## src/rtl/aes_mixcolumn_seq.sv

```systemverilog
// Byte-serial AES MixColumn engine (forward/inverse) with valid/ready on both sides.
// Define AES_MIXCOLUMN_SEQ_INV_DIRECT_EN to compute inverse directly instead of via the PRE pass.
module aes_mixcolumn_seq (
    input  logic        g_clk,
    input  logic        g_rst,
    input  logic        in_valid,
    output logic        in_ready,
    input  logic [31:0] col_in,
    input  logic        dec,
    output logic        out_valid,
    input  logic        out_ready,
    output logic [31:0] col_out,
    output logic        busy
);

`ifdef AES_MIXCOLUMN_SEQ_INV_DIRECT_EN
    typedef enum logic [1:0] {S_IDLE, S_CALC, S_DONE} state_t;
`else
    typedef enum logic [1:0] {S_IDLE, S_PRE, S_CALC, S_DONE} state_t;
`endif

    state_t      state_q, state_d;
    logic [31:0] col_q, col_d;
    logic [31:0] res_q, res_d;
    logic        dec_q, dec_d;
    logic [1:0]  idx_q, idx_d;

    logic [1:0]  i1, i2, i3;
    logic [7:0]  b0, b1, b2, b3;
    logic [7:0]  o_byte;
    logic [7:0]  u, v;

    function automatic logic [7:0] xtime(input logic [7:0] x);
        return {x[6:0], 1'b0} ^ (x[7] ? 8'h1b : 8'h00);
    endfunction

    // Multiply by a small constant (<= 4'hf) with a chain of xtime doublings.
    function automatic logic [7:0] gmul(input logic [7:0] a, input logic [3:0] k);
        logic [7:0] acc;
        logic [7:0] p;
        acc = 8'h00;
        p   = a;
        for (int i = 0; i < 4; i++) begin
            if (k[i]) acc = acc ^ p;
            p = xtime(p);
        end
        return acc;
    endfunction

    function automatic logic [7:0] get_byte(input logic [31:0] c, input logic [1:0] k);
        return c[{k, 3'b000} +: 8];
    endfunction

    always_comb begin
        i1 = idx_q + 2'd1;
        i2 = idx_q + 2'd2;
        i3 = idx_q + 2'd3;
        b0 = get_byte(col_q, idx_q);
        b1 = get_byte(col_q, i1);
        b2 = get_byte(col_q, i2);
        b3 = get_byte(col_q, i3);
`ifdef AES_MIXCOLUMN_SEQ_INV_DIRECT_EN
        if (dec_q)
            o_byte = gmul(b0, 4'he) ^ gmul(b1, 4'hb) ^ gmul(b2, 4'hd) ^ gmul(b3, 4'h9);
        else
            o_byte = gmul(b0, 4'h2) ^ gmul(b1, 4'h3) ^ b2 ^ b3;
`else
        o_byte = gmul(b0, 4'h2) ^ gmul(b1, 4'h3) ^ b2 ^ b3;
`endif
        // PRE folds the inverse matrix into the forward one: b0,b2 ^= 4(b0^b2); b1,b3 ^= 4(b1^b3).
        u = gmul(col_q[7:0] ^ col_q[23:16], 4'h4);
        v = gmul(col_q[15:8] ^ col_q[31:24], 4'h4);
    end

    always_comb begin
        state_d   = state_q;
        col_d     = col_q;
        res_d     = res_q;
        dec_d     = dec_q;
        idx_d     = idx_q;
        in_ready  = 1'b0;
        out_valid = 1'b0;
        busy      = 1'b1;
        case (state_q)
            S_IDLE: begin
                busy     = 1'b0;
                in_ready = ~g_rst;
                if (in_valid) begin
                    col_d = col_in;
                    dec_d = dec;
                    idx_d = 2'd0;
`ifdef AES_MIXCOLUMN_SEQ_INV_DIRECT_EN
                    state_d = S_CALC;
`else
                    state_d = dec ? S_PRE : S_CALC;
`endif
                end
            end
`ifndef AES_MIXCOLUMN_SEQ_INV_DIRECT_EN
            S_PRE: begin
                if (dec_q)
                    col_d = col_q ^ {v, u, v, u};
                state_d = S_CALC;
            end
`endif
            S_CALC: begin
                res_d[{idx_q, 3'b000} +: 8] = o_byte;
                idx_d = idx_q + 2'd1;
                if (idx_q == 2'd3)
                    state_d = S_DONE;
            end
            S_DONE: begin
                out_valid = 1'b1;
                if (out_ready)
                    state_d = S_IDLE;
            end
            default: state_d = S_IDLE;
        endcase
    end

    always_ff @(posedge g_clk) begin
        if (g_rst) begin
            state_q <= S_IDLE;
            col_q   <= 32'h0;
            res_q   <= 32'h0;
            dec_q   <= 1'b0;
            idx_q   <= 2'd0;
        end else begin
            state_q <= state_d;
            col_q   <= col_d;
            res_q   <= res_d;
            dec_q   <= dec_d;
            idx_q   <= idx_d;
        end
    end

    assign col_out = res_q;

endmodule

```

## config.mk

```make
export PLATFORM = sky130hd
export DESIGN_NAME = aes_mixcolumn_seq
export DESIGN_NICKNAME = d
export VERILOG_FILES = /design/src/rtl/aes_mixcolumn_seq.sv
export SDC_FILE = /design/constraint.sdc
export NUM_CORES = 1
export LEC_CHECK = 0
export BUFFER_PORTS_ARGS = -buffer_cell sky130_fd_sc_hd__buf_4
export CORE_MARGIN = 1.5
export CORE_UTILIZATION = 40
export CTS_CLUSTER_DIAMETER = 60
export DETAILED_ROUTE_END_ITERATION = 8
export PLACE_DENSITY = 0.69
export SYNTH_ARGS = -nofsm -noshare
export SYNTH_HDL_FRONTEND = slang
export SYNTH_SLANG_ARGS = --single-unit
```

## constraint.sdc

```tcl
create_clock -name g_clk -period 3 [get_ports g_clk]
set_input_delay 0.3 -clock g_clk [delete_from_list [all_inputs] [get_ports g_clk]]
set_output_delay 0.3 -clock g_clk [all_outputs]
set_load 0.02 [all_outputs]
```

==> summary.log <==
[setup_path] CP arrival 2740 ps
[floorplan] die width 109 um
[clock_network] post-cts hold buffer count 0
[detailed_routing] vias after detailed routing 3832
[clock_network] cts bufs inserted 9
[sta] FMAX 401 MHz
[synth] post-synthesis sequential area ratio 0.308
[setup_path] peak per-stage delay on the critical path 570 ps
[detailed_routing] met2 wirelength from detailed routing 5.22 mm
[sta] Setup Skew 6.77 ps
[floorplan] effective utilization at floorplan 0.412
[setup_path] CP cell instances inv_1, ha_1, buf_4, mux4_1, xor2_1, xnor2_1, xnor2_2, o21ai_1
[clock_network] number of buffers on the longest clock path 2
[setup_path] Worst Path Required 3240 ps
[grt] largest net degree at the start of global routing 75
[clock_network] Post CTS Setup Buffer Count 0
[clock_network] cell at the root of the clock tree sky130_fd_sc_hd__clkbuf_8
[sta] Worst Tran Pin Value 1160 ps
[clock_network] later-pin clock latency in the skew report 350 ps
[layout] layout cell share with drive strength beyond 1 0.245
[detailed_routing] vias per cell 5.79
[synth] share of the synthesized area in the top cell type 0.308
[layout] non-filler cells, final 662
[setup_path] Crit Path Category register to register
[power_and_ir_drop] peak supply drop 0.543 mV
[synth] FFs w/ async S/R, synth 0
[layout] Area Overhead vs Synth 17.6%
[setup_path] reg2reg setup slack 510 ps
[detailed_routing] Starting DRT DRC Count 272
[sta] Slew HR 0.206
[floorplan] I/O pin total 72
[clock_network] TritonCTS clock tree built
[placed_design] Placed Instances 646
[synth] library cell occupying the most area in the post-synthesis netlist sky130_fd_sc_hd__dfxtp_1
[grt] initial antenna violation count 0
[detailed_routing] post-detailed-routing wire length 11.2 mm
[detailed_routing] router iterations before antenna repair 5
[clock_network] CTS clk-pin slew, worst paths 80 ps
[setup_path] CP endpoint kind register
[setup_path] slowest cell on the critical path sky130_fd_sc_hd__mux4_1
[synth] top cell types by occurrence after synthesis sky130_fd_sc_hd__dfxtp_1, sky130_fd_sc_hd__nor2_1, sky130_fd_sc_hd__a22oi_1, sky130_fd_sc_hd__nand2_1, sky130_fd_sc_hd__xnor2_1
[synth] synthesized netlist net count 513
[layout] final layout net count 564
[placed_design] dpl cell area 0.00508 sq mm
[floorplan] num rows 38
[synth] number of flip-flops and latches in the synthesized netlist 69
[synth] post-synthesis instance area 0.00449 sq mm
[setup_path] capture point of the worst reg-to-reg path col_out[3]
[sta] Final min period 2490 ps
[synth] Area contributors post-synth sky130_fd_sc_hd__dfxtp_1, sky130_fd_sc_hd__mux4_2, sky130_fd_sc_hd__a22oi_1, sky130_fd_sc_hd__xnor2_1, sky130_fd_sc_hd__nor2_1
[outcome] status completed
[sta] number of setup violations in the final report 0
[flow_run] total of max-cap violations 0
[grt] GR Util All Layers 0.199
[clock_network] number of sinks handled by clock tree synthesis 69
[detailed_routing] number of nets with antenna violations after routing 0
[synth] cell count after synthesis 466
[synth] mean instance size in the synthesized netlist 9.63 sq um
[sta] RSZ-0062 raised after global routing no
[layout] Antenna diodes 0
[layout] combined area of the multi-input logic cells 0.00287 sq mm
[placed_design] detailed placer's ending HPWL 7.95 mm
[synth] number of flops mapped to enable cells by yosys 0
[setup_path] worst flop-to-flop path startpoint idx_q[1]
[sta] number of hold violations in the final report 0
[grt] first-pass GRT wire length 18.6 mm
[synth] number of synthesis warnings 0
[floorplan] Core Box Area 0.0109 sq mm
[clock_network] Clock H-tree levels 3
[setup_path] CP startpoint idx_q[1]
[detailed_routing] length of routed wiring on met1 4.98 mm
[sta] final sum of negative setup slack 0 ps
[detailed_routing] total met3 wirelength after detailed routing 881 um
[placed_design] RD Place Congestion 0.840
[sta] Pins Over Slew Limit 0
[detailed_routing] top layer used by detailed routing met4
[floorplan] vertical extent of the die 109 um
[clock_network] post-cts repair resize count 0
[grt] number of global-route vias before repair 3671
[grt] aggregate global routing overflow 0
[layout] total of fill cells in the finished design 1037
[power_and_ir_drop] power density relative to cell area 1210 mW/mm^2
[synth] leading cell type by number of instances after synthesis sky130_fd_sc_hd__dfxtp_1
[detailed_routing] routed len/inst 16.9 um
[setup_path] kind of start point of the critical path register
[layout] combined flip-flop and latch cell area 0.00138 sq mm
[detailed_routing] DRC errors left 0
[setup_path] cells on worst reg2reg path 8
[power_and_ir_drop] reported leakage power 2.10 nW
[hold_path] path category of the worst min-delay check input pin to register
[setup_path] CP Max Fanout 9
[sta] period utilisation layout 0.831
[setup_path] CP Capture Point col_out[3]
[floorplan] die outline area 0.0119 sq mm
[synth] Synth Flop Type sky130_fd_sc_hd__dfxtp_1
[placed_design] port buffer count 71
[layout] cell area after layout 0.00528 sq mm
[synth] count of different cell masters after synthesis 42
## routing by layer
metal / track usage / vias to the layer above
li1: - / 1792
met1: 0.269 / 1867
met2: 0.322 / 159
met3: 0.0424 / 14
met4: 0.0536 / 0
met5: 0 / -
## power by group
part / internal, mW / total (mW) / switching [mW]
Sequential: 1.15 / 1.56 / 0.410
Clock: 0.386 / 0.768 / 0.382
Combinational: 1.89 / 4.08 / 2.19
## sequential cells by signal, indices dropped and copies added (netlist names)
name	cells
idx_q	2
dec_q	1
col_q	32
state_q	2
col_out	32
## placed cells by master (no fill, tap or decap), types with 3 or more instances in the layout
master,n
sky130_fd_sc_hd__o31ai_1,16
sky130_fd_sc_hd__inv_1,7
sky130_fd_sc_hd__mux4_1,4
sky130_fd_sc_hd__mux4_2,18
sky130_fd_sc_hd__ha_1,10
sky130_fd_sc_hd__nor2_1,49
sky130_fd_sc_hd__xnor2_1,36
sky130_fd_sc_hd__nand2_1,39
sky130_fd_sc_hd__nor2b_1,5
sky130_fd_sc_hd__a22oi_1,44
sky130_fd_sc_hd__mux2i_1,8
sky130_fd_sc_hd__o21ai_0,6
sky130_fd_sc_hd__a211o_1,10
sky130_fd_sc_hd__nor4b_1,3
sky130_fd_sc_hd__buf_4,83
sky130_fd_sc_hd__dfxtp_1,69
sky130_fd_sc_hd__nor3_1,4
sky130_fd_sc_hd__o2bb2ai_1,12
sky130_fd_sc_hd__clkbuf_8,9
sky130_fd_sc_hd__xnor3_1,4
sky130_fd_sc_hd__o21ai_1,16
sky130_fd_sc_hd__a21oi_1,6
sky130_fd_sc_hd__nand2b_1,11
sky130_fd_sc_hd__nand3b_1,16
sky130_fd_sc_hd__xnor2_2,6
sky130_fd_sc_hd__xor2_1,10
## stage by stage
stage	total power [mW]	util	setup WS [ps]	hold WS [ps]
after CTS	6.41	0.485	463	211
after detailed placement	5.62	0.467	478	459
after global routing	6.87	0.485	232	227
after global placement	5.47	0.467	564	451
final	6.41	0.485	508	224
after floorplan	4.75	-	462	436
## cell type report
class	count	share of cell area
multi-input cells	346	0.544
clock inverters	7	0.0140
clock buffers	9	0.0235
well taps	140	0.0332
repair buffers	83	0.118
flip-flops and latches	69	0.262
inverters	8	0.00569
## critical path: cells and delay by family, from the launching register on
family	cells	cell delay, ps
adders and majority gates	1	480
muxes	1	570
buffers and inverters	2	290
xor gates and xnor gates	3	600
AOI/OAI and AO/OA	1	100
DFF	1	340
## cells by family after synthesis
kind of cell,share of synthesized area
flip-flops,0.308
multiplexers,0.132
AO/OA/AOI/OAI,0.182
AND/OR/NAND/NOR,0.138
XOR/XNOR,0.161
adder cells (fa/ha/maj),0.0279
buffers and inverters,0.0530
## how the worst min path moves through the flow
| stage | from | to | slack (ps) | cells after the start |
|---|---|---|---|---|
| after detailed placement | dec_q | dec_q | 460 | 2 |
| after CTS | dec | dec_q | 210 | 3 |
| after global placement | dec_q | dec_q | 450 | 2 |
| after global routing | dec | dec_q | 230 | 3 |
| final | dec | dec_q | 220 | 3 |
| after floorplan | dec_q | dec_q | 440 | 2 |
(Power assumes the default switching activity.)
